## src/rtl/time_keeper_pkg.sv

```systemverilog
// Shared limits, BCD digit types and binary-to-BCD conversion for time_keeper.
package time_keeper_pkg;

  localparam int SEC_MAX  = 59;
  localparam int MIN_MAX  = 59;
  localparam int HOUR_MAX = 23;

  typedef logic [3:0] bcd_digit_t;

  typedef struct packed {
    bcd_digit_t tens;
    bcd_digit_t units;
  } bcd_pair_t;

  // Valid for 0..59; callers range-check before converting.
  function automatic bcd_pair_t bin_to_bcd(input logic [5:0] value);
    bcd_pair_t result;
    result.tens  = 4'(value / 6'd10);
    result.units = 4'(value % 6'd10);
    return result;
  endfunction

endpackage

```

## src/rtl/time_keeper_bcd_mod_counter.sv

```systemverilog
// Two-digit BCD counter wrapping from LIMIT to 00, with synchronous load and
// a carry that marks the wrap step.
module bcd_mod_counter
  import time_keeper_pkg::*;
#(
  parameter int LIMIT = 59
) (
  input  logic      clk,
  input  logic      rst,
  input  logic      inc,
  input  logic      load,
  input  bcd_pair_t load_value,
  output bcd_pair_t count,
  output logic      carry_out
);

  localparam bcd_digit_t LIMIT_TENS  = 4'(LIMIT / 10);
  localparam bcd_digit_t LIMIT_UNITS = 4'(LIMIT % 10);

  bcd_pair_t count_reg;
  bcd_pair_t count_next;
  logic      at_limit;

  assign at_limit  = (count_reg.tens == LIMIT_TENS) && (count_reg.units == LIMIT_UNITS);
  assign carry_out = inc && at_limit;
  assign count     = count_reg;

  always_comb begin
    count_next = count_reg;
    if (load) begin
      count_next = load_value;
    end else if (inc) begin
      if (at_limit) begin
        count_next = '0;
      end else if (count_reg.units == 4'd9) begin
        count_next.units = 4'd0;
        count_next.tens  = count_reg.tens + 4'd1;
      end else begin
        count_next.units = count_reg.units + 4'd1;
      end
    end
  end

  always_ff @(posedge clk) begin
    if (rst) begin
      count_reg <= '0;
    end else begin
      count_reg <= count_next;
    end
  end

endmodule

```

## src/rtl/time_keeper.sv

```systemverilog
// Time-of-day counter with one-second divider, BCD digits and binary load.
// Optional 12-hour display with pm flag when TIME_KEEPER_12H_EN is defined.
module time_keeper
  import time_keeper_pkg::*;
#(
  parameter int TICK_DIV = 100000000
) (
  input  logic       clk,
  input  logic       rst,
  input  logic       enable,
  input  logic       load,
  input  logic [5:0] load_minutes,
  input  logic [4:0] load_hours,
  output logic [3:0] sec_units,
  output logic [3:0] sec_tens,
  output logic [3:0] min_units,
  output logic [3:0] min_tens,
  output logic [3:0] hour_units,
  output logic [3:0] hour_tens,
  output logic       sec_pulse,
  output logic       rollover,
  output logic       load_err
`ifdef TIME_KEEPER_12H_EN
  , output logic     pm
`endif
);

  localparam int DIV_W = (TICK_DIV > 2) ? $clog2(TICK_DIV) : 1;
  localparam logic [DIV_W-1:0] DIV_LAST = DIV_W'(TICK_DIV - 1);

  logic [DIV_W-1:0] div_reg;
  logic             tick;
  logic             load_ok;
  logic             sec_carry, min_carry, hour_carry;
  bcd_pair_t        sec_count, min_count, hour_count;
  logic             sec_pulse_reg, rollover_reg, load_err_reg;

  assign load_ok = load && (load_minutes <= 6'(MIN_MAX)) && (load_hours <= 5'(HOUR_MAX));
  // Any load, accepted or not, suppresses the tick of that cycle.
  assign tick    = enable && !load && (div_reg == DIV_LAST);

  always_ff @(posedge clk) begin
    if (rst) begin
      div_reg <= '0;
    end else if (load_ok) begin
      div_reg <= '0;
    end else if (enable && !load) begin
      div_reg <= tick ? '0 : div_reg + DIV_W'(1);
    end
  end

  bcd_mod_counter #(.LIMIT(SEC_MAX)) u_sec (
    .clk        (clk),
    .rst        (rst),
    .inc        (tick),
    .load       (load_ok),
    .load_value ('0),
    .count      (sec_count),
    .carry_out  (sec_carry)
  );

  bcd_mod_counter #(.LIMIT(MIN_MAX)) u_min (
    .clk        (clk),
    .rst        (rst),
    .inc        (sec_carry),
    .load       (load_ok),
    .load_value (bin_to_bcd(load_minutes)),
    .count      (min_count),
    .carry_out  (min_carry)
  );

  bcd_mod_counter #(.LIMIT(HOUR_MAX)) u_hour (
    .clk        (clk),
    .rst        (rst),
    .inc        (min_carry),
    .load       (load_ok),
    .load_value (bin_to_bcd({1'b0, load_hours})),
    .count      (hour_count),
    .carry_out  (hour_carry)
  );

  always_ff @(posedge clk) begin
    if (rst) begin
      sec_pulse_reg <= 1'b0;
      rollover_reg  <= 1'b0;
      load_err_reg  <= 1'b0;
    end else begin
      sec_pulse_reg <= tick;
      rollover_reg  <= hour_carry;
      load_err_reg  <= load && !load_ok;
    end
  end

  assign sec_units = sec_count.units;
  assign sec_tens  = sec_count.tens;
  assign min_units = min_count.units;
  assign min_tens  = min_count.tens;
  assign sec_pulse = sec_pulse_reg;
  assign rollover  = rollover_reg;
  assign load_err  = load_err_reg;

`ifdef TIME_KEEPER_12H_EN
  // A binary shadow of the hour lets the 12-hour digits and pm be registered
  // on the same edge as the 24-hour counters.
  logic [4:0] hour_bin_reg, hour_bin_next;
  logic [4:0] hour12;
  bcd_pair_t  disp_hour_reg;
  logic       pm_reg;

  always_comb begin
    hour_bin_next = hour_bin_reg;
    if (load_ok) begin
      hour_bin_next = load_hours;
    end else if (min_carry) begin
      hour_bin_next = (hour_bin_reg == 5'(HOUR_MAX)) ? 5'd0 : hour_bin_reg + 5'd1;
    end
    hour12 = hour_bin_next;
    if (hour_bin_next == 5'd0) begin
      hour12 = 5'd12;
    end else if (hour_bin_next > 5'd12) begin
      hour12 = hour_bin_next - 5'd12;
    end
  end

  always_ff @(posedge clk) begin
    if (rst) begin
      hour_bin_reg  <= '0;
      disp_hour_reg <= '{tens: 4'd1, units: 4'd2};
      pm_reg        <= 1'b0;
    end else begin
      hour_bin_reg  <= hour_bin_next;
      disp_hour_reg <= bin_to_bcd({1'b0, hour12});
      pm_reg        <= (hour_bin_next >= 5'd12);
    end
  end

  assign hour_units = disp_hour_reg.units;
  assign hour_tens  = disp_hour_reg.tens;
  assign pm         = pm_reg;
`else
  assign hour_units = hour_count.units;
  assign hour_tens  = hour_count.tens;
`endif

endmodule

```

## config.mk

```make
export PLATFORM = sky130hd
export DESIGN_NAME = time_keeper
export DESIGN_NICKNAME = d
export VERILOG_FILES = /design/src/rtl/time_keeper_pkg.sv /design/src/rtl/time_keeper_bcd_mod_counter.sv /design/src/rtl/time_keeper.sv
export SDC_FILE = /design/constraint.sdc
export NUM_CORES = 1
export LEC_CHECK = 0
export CORE_UTILIZATION = 40
export CTS_BUF_LIST = sky130_fd_sc_hd__clkbuf_16
export DETAILED_ROUTE_END_ITERATION = 8
export PLACE_DENSITY_LB_ADDON = 0.08
export RECOVER_POWER = 100
export SYNTH_ARGS = -nofsm -noshare
export SYNTH_HDL_FRONTEND = slang
export SYNTH_SLANG_ARGS = --single-unit
```

## constraint.sdc

```tcl
create_clock -name clk -period 3.2 [get_ports clk]
set_input_delay 0.64 -clock clk [delete_from_list [all_inputs] [get_ports clk]]
set_output_delay 0.64 -clock clk [all_outputs]
set_load 0.03 [all_outputs]
```

==> results by group <==
Worst setup path
  – Startpoint Class: primary input
  – Critical path's top delay family: simple AND/OR/NAND/NOR gates
  – CP Class: in -> reg
  – Max incr delay on CP: 640 ps
  – CP required: 3430 ps
  – Crit path buffers/inverters: 1
  – Worst Setup End Kind: flip-flop
  – Slowest CP cell: dlygate4sd3_1
  – CP Data Arrival Time: 3150 ps
  – CP Cell Sequence: dlygate4sd3_1 -> and4b_1 -> nand3_1 -> nor4_4 -> nand2_1 -> or4_1 -> a31oi_1
  – CP Max Fanout: 7

Final layout
  – Layout Utilization: 50.0%
  – N_diodes: 0
  – Filler cells: 776
  – Sequential cell area: 1080 um2
  – Share of cells above drive strength 1: 6.16%
  – Most common cell after layout, fill and taps aside: dfxtp_1
  – Most frequent cells in the layout: dfxtp_1, nor2_1, nand2_1
  – Max reg flops: 27
  – Layout Nets: 462
  – P&R area growth vs syn: 22.0%
  – Multi-input gate area: 1950 um2

Drt
  – Final ANT Viol Nets: 0
  – WL/cell: 13.6 um
  – DRC Markers: 0
  – Total number of vias: 2964
  – Final wirelength: 7360 um
  – Drt via density: 5.49
  – TritonRoute pass-1 iters: 4
  – Initial DRC Count: 92

CTS
  – Clock Latency Late Sink: 300 ps
  – CTS Buf Count: 5
  – Post-CTS Setup Inserts: 0
  – CTS resizes: 0
  – Worst-path clk slew: 70 ps
  – # H-tree levels: 2
  – Sink Count: 54
  – CTS Root Cell: clkbuf_16
  – Cts hold-fix bufs: 0
  – CTS tree: built
  – Clock buffer depth: 2

Pwr
  – Power per Cell Area: 382 nW/um2
  – Leak: 1.45 nW
  – Max VDD drop: 0.243 mV

Timing
  – Final setup TNS: 0 ps
  – RSZ-0062 raised after global routing: no
  – Slew headroom: 67.8%
  – Setup Skew: 8.59 ps
  – Crit share post-route: 91.2%
  – Minimum clock period: 2920 ps
  – Pins Over Slew Limit: 0
  – Final Hold Fails: 0
  – Actual slew at the worst max-slew pin: 478 ps
  – Hold Slack: 484 ps
  – Max Clock Freq: 343 MHz
  – # setup viols final: 0

Logic synthesis
  – Synth unique cells: 57
  – Synth Warn #: 0
  – Yosys top cell area share: 34.3%
  – FF+latch count, synth: 54
  – Syn_area_per_cell: 8.02 um2
  – Number of synthesized flops with an enable pin: 0
  – Synthesized area: 3150 um2
  – Mapped Cells: 393
  – Top_reg_cell synth: dfxtp_1
  – Syn Nets: 418
  – Ys async rst share: 0%
  – Largest area contributor in the netlist: dfxtp_1
  – Register area share after synthesis: 34.3%
  – Synth area leaders: dfxtp_1, nor2_1, xnor2_1, a21oi_1, ha_1

Die
  – Rows: 32
  – Core area: 7690 um2
  – Die area: 8240 um2
  – Die X: 90.8 um
  – Io pins: 42
  – Starting Density: 41.0%
  – Chip height: 90.8 um

Global routing
  – GRT Total Usage: 18.7%
  – First-pass GRT wire length: 12700 um
  – Vias in the first global route: 2691
  – Largest net degree at the start of global routing: 17
  – GR Overflow Total: 0
  – Initial antenna violation count: 0

Place
  – Final GP Congestion: 0.791
  – Detail Placement HPWL: 5340 um
  – Port buffer count: 41

Run
  – Max-cap violations: 0

Outcome
  – Status: completed

Min path
  – Worst hold path type: reg -> reg
## power breakdown
part	total, mW	switching (mW)	internal (mW)
combinational	0.221	0.127	0.0940
sequential	0.710	0.0234	0.687
clock	0.539	0.251	0.288
## cell type report
type / count / share of cell area [%]
clock buffers: 5 / 3.25
clock inverters: 3 / 0.455
inverters: 14 / 1.37
flip-flops and latches: 54 / 28.1
multi-input cells: 307 / 50.6
repair buffers: 55 / 12.9
well taps: 102 / 3.32
## cell families (layout without fill, tap and decap cells)
group	Yosys count	in the layout	share of synthesized area, %
fa+ha+maj	10	10	3.97
flops	54	54	34.3
buf+inv	32	77	3.89
simple gates	180	180	31.9
mux	4	4	1.31
compound gates	83	83	16.3
xor+xnor	30	30	8.34
## per-stage QoR
step | worst slack [ps] | instance area [um2] | std cells | total power, mW
detailed placement | 133 | 3720 | 532 | 0.955
CTS | 442 | 3870 | 540 | 1.49
floorplan | 655 | 3150 | 393 | 0.866
global placement | 248 | 3720 | 532 | 0.953
global route | 166 | 3850 | 540 | 1.54
finish | 281 | 3850 | 540 | 1.47
## layer usage
layer | global-route usage, % | up-vias | wire length, um
met5 | 0 | - | 0
li1 | - | 1505 | -
met4 | 5.38 | 0 | 53
met1 | 25.2 | 1383 | 3690
met2 | 30.1 | 67 | 3310
met3 | 3.54 | 9 | 314
## synth_stat cells, drive strengths merged (3+ instances only)
| cell | n |
|---|---|
| a21oi | 27 |
| a22oi | 3 |
| a31oi | 5 |
| and3 | 13 |
| and4 | 5 |
| and4b | 4 |
| clkbuf | 16 |
| dfxtp | 54 |
| ha | 10 |
| inv | 14 |
| mux2i | 3 |
| nand2 | 32 |
| nand3 | 19 |
| nand4 | 12 |
| nor2 | 47 |
| nor2b | 8 |
| nor3 | 10 |
| nor3b | 3 |
| nor4b | 4 |
| o21ai | 22 |
| or3 | 7 |
| xnor2 | 16 |
| xor2 | 14 |
## path summary, 6_finish.rpt
path,start,to,slack (ps),cells after the start
max,load,u_hour.count[2]$_SDFFE_PP0P_,280,7
min,div_reg[1]$_SDFFE_PP0P_,div_reg[1]$_SDFFE_PP0P_,480,2
max reg2reg,div_reg[26]$_SDFFE_PP0P_,u_hour.count[2]$_SDFFE_PP0P_,670,6
min reg2reg,div_reg[1]$_SDFFE_PP0P_,div_reg[1]$_SDFFE_PP0P_,480,2
## worst register-to-register path, stage by stage (launching register included)
cell	delay, ps
dfxtp_1	340
nor4bb_1	390
nand4_1	300
nor4_4	530
nand2_1	210
or4_1	540
a31oi_1	160
No activity file was read; power rests on OpenSTA's default activity.
